[config.mk]
export PLATFORM = sky130hd
export DESIGN_NAME = sata_link_rxbuf_sf
export DESIGN_NICKNAME = d
export VERILOG_FILES = /design/src/rtl/sata_link_rxbuf_sf.sv
export SDC_FILE = /design/constraint.sdc
export NUM_CORES = 2
export LEC_CHECK = 0
export ABC_AREA = 1
export CAP_MARGIN = 30
export CORE_UTILIZATION = 40
export CTS_CLUSTER_DIAMETER = 40
export DETAILED_ROUTE_END_ITERATION = 8
export PLACE_DENSITY_LB_ADDON = 0.05
export REMOVE_ABC_BUFFERS = 1
export SLEW_MARGIN = 20
export SYNTH_ARGS = -nofsm -noshare
export SYNTH_HDL_FRONTEND = slang
export SYNTH_SLANG_ARGS = --single-unit
[constraint.sdc]
create_clock -name clk -period 5.2 [get_ports clk]
set_input_delay 1.04 -clock clk [delete_from_list [all_inputs] [get_ports clk]]
set_output_delay 1.04 -clock clk [all_outputs]
set_load 0.005 [all_outputs]
[src/rtl/sata_link_rxbuf_sf.sv]
// Link-layer receive buffer between rdmod and the transport layer: FIFO with
// hysteretic HOLD request, optional store-and-forward commit/rollback per frame.
module sata_link_rxbuf_sf #(
  parameter int DATA_W    = 32,
  parameter int USER_W    = 8,
  parameter int DEPTH     = 64,
  parameter int FULL_THR  = DEPTH - 24,
  parameter int REL_THR   = DEPTH / 2,
  parameter bit STORE_FWD = 1'b1
) (
  input  logic                     clk,
  input  logic                     rst_n,
  input  logic [DATA_W-1:0]        s_aixs_tdata,
  input  logic [USER_W-1:0]        s_aixs_tuser,
  input  logic                     s_aixs_tvalid,
  output logic                     s_aixs_tready,
  output logic [DATA_W-1:0]        m_aixs_tdata,
  output logic [USER_W-1:0]        m_aixs_tuser,
  output logic                     m_aixs_tvalid,
  input  logic                     m_aixs_tready,
  output logic                     buffer_full,
  output logic [$clog2(DEPTH):0]   level,
  output logic                     frm_drop,
  output logic [15:0]              drop_cnt,
  output logic [1:0]               fsm_state
);
  localparam int AW = $clog2(DEPTH);
  localparam int PW = AW + 1;
  localparam int MW = USER_W + DATA_W;
  localparam logic [PW-1:0] DEPTH_L = PW'(DEPTH);
  localparam logic [PW-1:0] FULL_L  = PW'(FULL_THR);
  localparam logic [PW-1:0] REL_L   = PW'(REL_THR);
  localparam logic [PW-1:0] ONE     = PW'(1);

  typedef enum logic [1:0] {IDLE = 2'd0, IN_FRAME = 2'd1, DISCARD = 2'd2} state_t;

  // Handshake: a beat transfers on the rising edge where tvalid and tready are
  // both high; tvalid never depends on tready and the master holds its beat
  // (data and sideband stable) until it transfers.
  state_t          state, state_nxt;
  logic [PW-1:0]   wr_ptr, wr_cmt, rd_ptr;
  logic [PW-1:0]   wr_ptr_nxt, wr_cmt_nxt, rd_ptr_nxt, level_nxt;
  logic [MW-1:0]   mem [DEPTH];
  logic [MW-1:0]   ram_q;
  logic            ram_vld;
  logic            mem_we;
  logic [AW-1:0]   mem_wa;
  logic            drop_nxt, cnt_inc;
  logic            wr_fire, rd_en, out_load;
  logic            in_sop, in_eop, in_bad;

  assign in_eop   = s_aixs_tuser[0];
  assign in_sop   = s_aixs_tuser[1];
  assign in_bad   = s_aixs_tuser[6] | s_aixs_tuser[7];
  assign wr_fire  = s_aixs_tvalid & s_aixs_tready;
  assign level    = wr_ptr - rd_ptr;
  assign fsm_state = state;

  // wr_cmt is the readable limit in both modes; cut-through advances it per beat.
  assign out_load   = ram_vld & (~m_aixs_tvalid | m_aixs_tready);
  assign rd_en      = (rd_ptr != wr_cmt) & (~ram_vld | out_load);
  assign rd_ptr_nxt = rd_ptr + (rd_en ? ONE : '0);
  assign level_nxt  = wr_ptr_nxt - rd_ptr_nxt;

  always_comb begin
    state_nxt  = state;
    wr_ptr_nxt = wr_ptr;
    wr_cmt_nxt = wr_cmt;
    mem_we     = 1'b0;
    mem_wa     = wr_ptr[AW-1:0];
    drop_nxt   = 1'b0;
    cnt_inc    = 1'b0;
    if (!STORE_FWD) begin
      if (wr_fire) begin
        mem_we     = 1'b1;
        wr_ptr_nxt = wr_ptr + ONE;
        wr_cmt_nxt = wr_ptr + ONE;
        if (in_eop)      state_nxt = IDLE;
        else if (in_sop) state_nxt = IN_FRAME;
      end
    end else if (state == IN_FRAME && level == DEPTH_L && wr_cmt == rd_ptr) begin
      // The open frame alone fills the buffer: it can never be committed.
      wr_ptr_nxt = wr_cmt;
      drop_nxt   = 1'b1;
      cnt_inc    = 1'b1;
      state_nxt  = DISCARD;
    end else if (wr_fire) begin
      if (in_sop) begin
        // Outside a frame wr_ptr equals wr_cmt, so a start always lands at wr_cmt.
        if (state == IN_FRAME) drop_nxt = 1'b1;
        if (in_eop && in_bad) begin
          wr_ptr_nxt = wr_cmt;
          drop_nxt   = 1'b1;
          cnt_inc    = 1'b1;
          state_nxt  = IDLE;
        end else begin
          mem_we     = 1'b1;
          mem_wa     = wr_cmt[AW-1:0];
          wr_ptr_nxt = wr_cmt + ONE;
          if (in_eop) begin
            wr_cmt_nxt = wr_cmt + ONE;
            state_nxt  = IDLE;
          end else begin
            state_nxt  = IN_FRAME;
          end
        end
      end else if (state == IN_FRAME) begin
        if (in_eop && in_bad) begin
          wr_ptr_nxt = wr_cmt;
          drop_nxt   = 1'b1;
          cnt_inc    = 1'b1;
          state_nxt  = IDLE;
        end else begin
          mem_we     = 1'b1;
          wr_ptr_nxt = wr_ptr + ONE;
          if (in_eop) begin
            wr_cmt_nxt = wr_ptr + ONE;
            state_nxt  = IDLE;
          end
        end
      end else if (state == DISCARD) begin
        if (in_eop) state_nxt = IDLE;
      end else begin
        drop_nxt = 1'b1;
      end
    end
  end

  always_ff @(posedge clk) begin
    if (mem_we) mem[mem_wa] <= {s_aixs_tuser, s_aixs_tdata};
  end

  always_ff @(posedge clk or negedge rst_n) begin
    if (!rst_n) begin
      state         <= IDLE;
      wr_ptr        <= '0;
      wr_cmt        <= '0;
      rd_ptr        <= '0;
      s_aixs_tready <= 1'b0;
      buffer_full   <= 1'b0;
      frm_drop      <= 1'b0;
      drop_cnt      <= '0;
      ram_q         <= '0;
      ram_vld       <= 1'b0;
      m_aixs_tvalid <= 1'b0;
      m_aixs_tdata  <= '0;
      m_aixs_tuser  <= '0;
    end else begin
      state         <= state_nxt;
      wr_ptr        <= wr_ptr_nxt;
      wr_cmt        <= wr_cmt_nxt;
      rd_ptr        <= rd_ptr_nxt;
      s_aixs_tready <= (level_nxt != DEPTH_L) || (state_nxt == DISCARD);
      if (level >= FULL_L)     buffer_full <= 1'b1;
      else if (level < REL_L)  buffer_full <= 1'b0;
      frm_drop <= drop_nxt;
      if (cnt_inc && drop_cnt != 16'hFFFF) drop_cnt <= drop_cnt + 16'd1;
      if (rd_en) begin
        ram_q   <= mem[rd_ptr[AW-1:0]];
        ram_vld <= 1'b1;
      end else if (out_load) begin
        ram_vld <= 1'b0;
      end
      if (out_load) begin
        m_aixs_tvalid                <= 1'b1;
        {m_aixs_tuser, m_aixs_tdata} <= ram_q;
      end else if (m_aixs_tready) begin
        m_aixs_tvalid <= 1'b0;
      end
    end
  end
endmodule

==> implementation parameters <==
Parameter                              Value

Detailed routing
  Routed wire per std cell ... between 20 and 30 um
  Iteration-0 DRC Markers ... about 7,100
  DRT Pass-1 Iters ... 5
  Highest routed metal layer ... met4
  Routed Wire Length ... around 370,000 um
  Total number of vias ... 70,700
  Met3 wire length ... between 20,000 and 25,000 um
  Count of unresolved DRC violations after routing ... 0
  Sum of routed wire segments on met1 ... about 160,000 um
  Post-detailed-route via-to-cell ratio ... approximately 5.7
  Total length of routed met2 wires ... 174,000 um
  ANT nets after route ... 0

Final layout
  Final instance count without filler cells ... about 12,000
  Net count, final ... roughly 8,600
  Filler Cells Inserted ... about 23,000
  Share of cells above drive strength 1 ... 0.131
  Area of all placed cells without fillers ... 129,000 um2
  P&R area growth vs syn ... 21.1%
  Area occupied by registers ... 80,000 um2
  Multi-input logic area ... ~24,000 um2
  Final Util ... 0.487

Critical path
  CP Data Required Time ... between 5 and 6 ns
  Worst EP arrival ... 5.15 ns
  Startpoint kind of the worst setup timing path ... flop
  Logic depth of the worst setup path including buffers ... 14
  CP Buf/Inv Count ... 3
  CP top delay family ... simple AND/OR/NAND/NOR gates
  Slowest cell on crit path ... nor2_4
  Critical Path, Cell by Cell ... clkinv_2 > ha_1 > nand2_1 > clkinv_1 > o21ai_1 > nand4_1 > nand2_1 > nand3_4 > nand2_8 > nand2_1 > o21ai_2 > nand3_2 > nor2_4 > buf_12
  Depth of the most critical reg-to-reg path ... 14
  Critical Path End Type ... flop
  Path type of the worst setup path ... flop to flop
  Critical path's most frequent cell ... nand2_1
  Largest fanout of any net on the critical path ... 23
  Delay of the slowest cell on the worst path ... about 0.82 ns

Floorplanning
  Die area ... 268,000 um2
  Initial core utilization ... 0.402
  Die width ... 518 um
  Height of the die ... 518 um
  Top-level port count ... ~110
  Row count ... 189
  Placeable core area ... ~260,000 um2

Clock network
  Max Root-Sink Buffers ... 4
  Total CTS buffers ... between 400 and 500
  Clock slew seen by the registers of the worst setup and hold paths ... approximately 0.050 ns
  Post-CTS Hold Fix Bufs ... 0
  Deepest level of the CTS H-tree ... 5
  Clock tree sinks ... 2,684
  CTS-repair resized insts ... 0
  TritonCTS clock tree ... built
  Setup repair bufs after CTS ... 0
  Root buffer selected by CTS ... clkbuf_16
  Clock latency at the later pin of the worst-skew pair ... between 0.9 and 1 ns

Power
  Post-route total power ... 78.1 mW
  Maximum vdd drop ... 595 uV
  P_leak ... 43.7 nW
  Power per cell area ... a little over 600 nW/um2

Placement
  # placed instances ... 11,600
  Worst-case setup slack after placement ... roughly 0.28 ns
  Placer's final routability congestion estimate ... 0.819
  Number of port buffers ... ~110
  Dpl cell area ... about 110,000 um2
  Post-detail-place hpwl ... 189,000 um

Global routing
  Number of global-route vias before repair ... about 70,000
  Total GRT Usage ... 0.267
  Antenna violations before repair ... 15
  Maximum number of pins on one net before global-route repair ... roughly 180
  Grt total ovfl ... 0
  Global-route wire length before repair ... ~520,000 um

Synth
  Most numerous cell in the Yosys netlist ... edfxtp_1
  Share of Yosys cell area claimed by the top area cell type ... 0.722
  Synth unique cells ... 45
  Top cell type by total area after synthesis ... edfxtp_1
  Post-synthesis cell count ... about 8,300
  Post-synth EDFFs ... approximately 2,600
  Synth Area per Inst ... approximately 13 um2
  Share of the yosys chip area belonging to registers ... 0.751
  Count of state elements after synthesis ... ~2,700
  Async S/R FF share, synth ... 0.0462
  Netlist area before placement ... approximately 110,000 um2
  Main area contributors after synthesis ... edfxtp_1 (72%), o21ai_0 (5.2%), nor2_1 (4.0%)
  Top flip-flop cell by instance count after synthesis ... edfxtp_1
  Yosys Warn Count ... 0
  Ranking of synthesized cells by instance count ... edfxtp_1 (2,560), nor2_1 (1,136), o21ai_0 (1,100)

Hold path
  Classification of the worst-slack hold path ... input pin to asynchronous set/reset pin

STA
  Hold Fails Final Rpt ... 0
  Final Max Tran Viols ... 0
  Setup repair after global routing missed its margin ... false
  Tightest Pin Transition ... roughly 1.0 ns
  Final hold slack ... 0.112 ns
  Max-Slew Margin vs Limit ... 0.315
  TNS Setup ... 0 ns
  Final worst clock skew ... approximately 0.073 ns
  Maximum clock frequency ... 219 MHz
  Fin crit share ... 0.878
  Final worst path period need ... between 4 and 5 ns
  Final setup slack of the worst path ... between 0.6 and 0.7 ns
  Final setup violating endpoints ... 0

Flow run
  Max-cap viol count ... 0

Outcome
  Result of the run ... finished, final reports clean
-- registers in the layout (all words and copies together), names as in the netlist, 7 cells and up --
| register | count |
|---|---|
| drop_cnt | 16 |
| m_aixs_tdata | 32 |
| m_aixs_tuser | 8 |
| mem | 2560 |
| ram_q | 40 |
| rd_ptr | 7 |
| wr_cmt | 7 |
| wr_ptr | 7 |
-- path summary, 6_finish.rpt --
kind	start	endpoint	slack, ns
worst max-delay path	rd_ptr[5]	mem[16][9]	0.64
worst min-delay path	rst_n	ram_q[26]	0.11
worst max register to register	rd_ptr[5]	mem[16][9]	0.64
worst min register to register	m_aixs_tdata[17]	m_aixs_tdata[17]	0.48
max in group asynchronous	rst_n	rd_ptr[1]	3.90
min in group clk	m_aixs_tdata[17]	m_aixs_tdata[17]	0.48
-- placed cells by master, fill, tap and decap left out, drive strengths merged, types with 17 or more instances in the layout --
| cell | count |
|---|---|
| clkbuf | 480 |
| nand3 | 539 |
| a21oi | 138 |
| mux2i | 115 |
| nand4 | 18 |
| clkinvlp | 60 |
| dfrtp | 124 |
| o22ai | 522 |
| ha | 17 |
| clkinv | 180 |
| bufinv | 64 |
| clkdlybuf4s50 | 71 |
| nand2 | 1064 |
| o211ai | 120 |
| buf | 289 |
| edfxtp | 2560 |
| inv | 166 |
| nor2 | 1141 |
| xor2 | 22 |
| o21ai | 1154 |
-- logic make-up (layout without fill, tap and decap cells) --
group	after synthesis	in the layout	synth area share
and+or+nand+nor	2773	2773	0.106
other	0	10	0
xor gates and xnor gates	32	32	0.00263
AOI/OAI and AO/OA	1944	1944	0.101
adders and majority gates	18	18	0.00219
muxes	121	121	0.0114
DFF	2684	2684	0.751
buffers and inverters	679	1310	0.0252
-- layer usage --
layer	track usage	up-vias
met4	0.0674	0
li1	-	31100
met3	0.0348	468
met1	0.381	36600
met2	0.432	2533
met5	0	-
-- power breakdown --
group / internal (mW) / total [mW] / switching [mW]
Sequential: 24.4 / 24.9 / 0.496
Clock: 18.9 / 29.9 / 11.0
Combinational: 6.58 / 23.2 / 16.7
-- layout make-up --
type,count,area share
sequential,2684,0.621
multi-input combinational,4888,0.188
clock buffer,479,0.0865
tap,3533,0.0343
timing repair buffer,361,0.0336
clock inverter,352,0.0327
inverter,118,0.00374
antenna,10,0.000194
(Power assumes the default switching activity.)
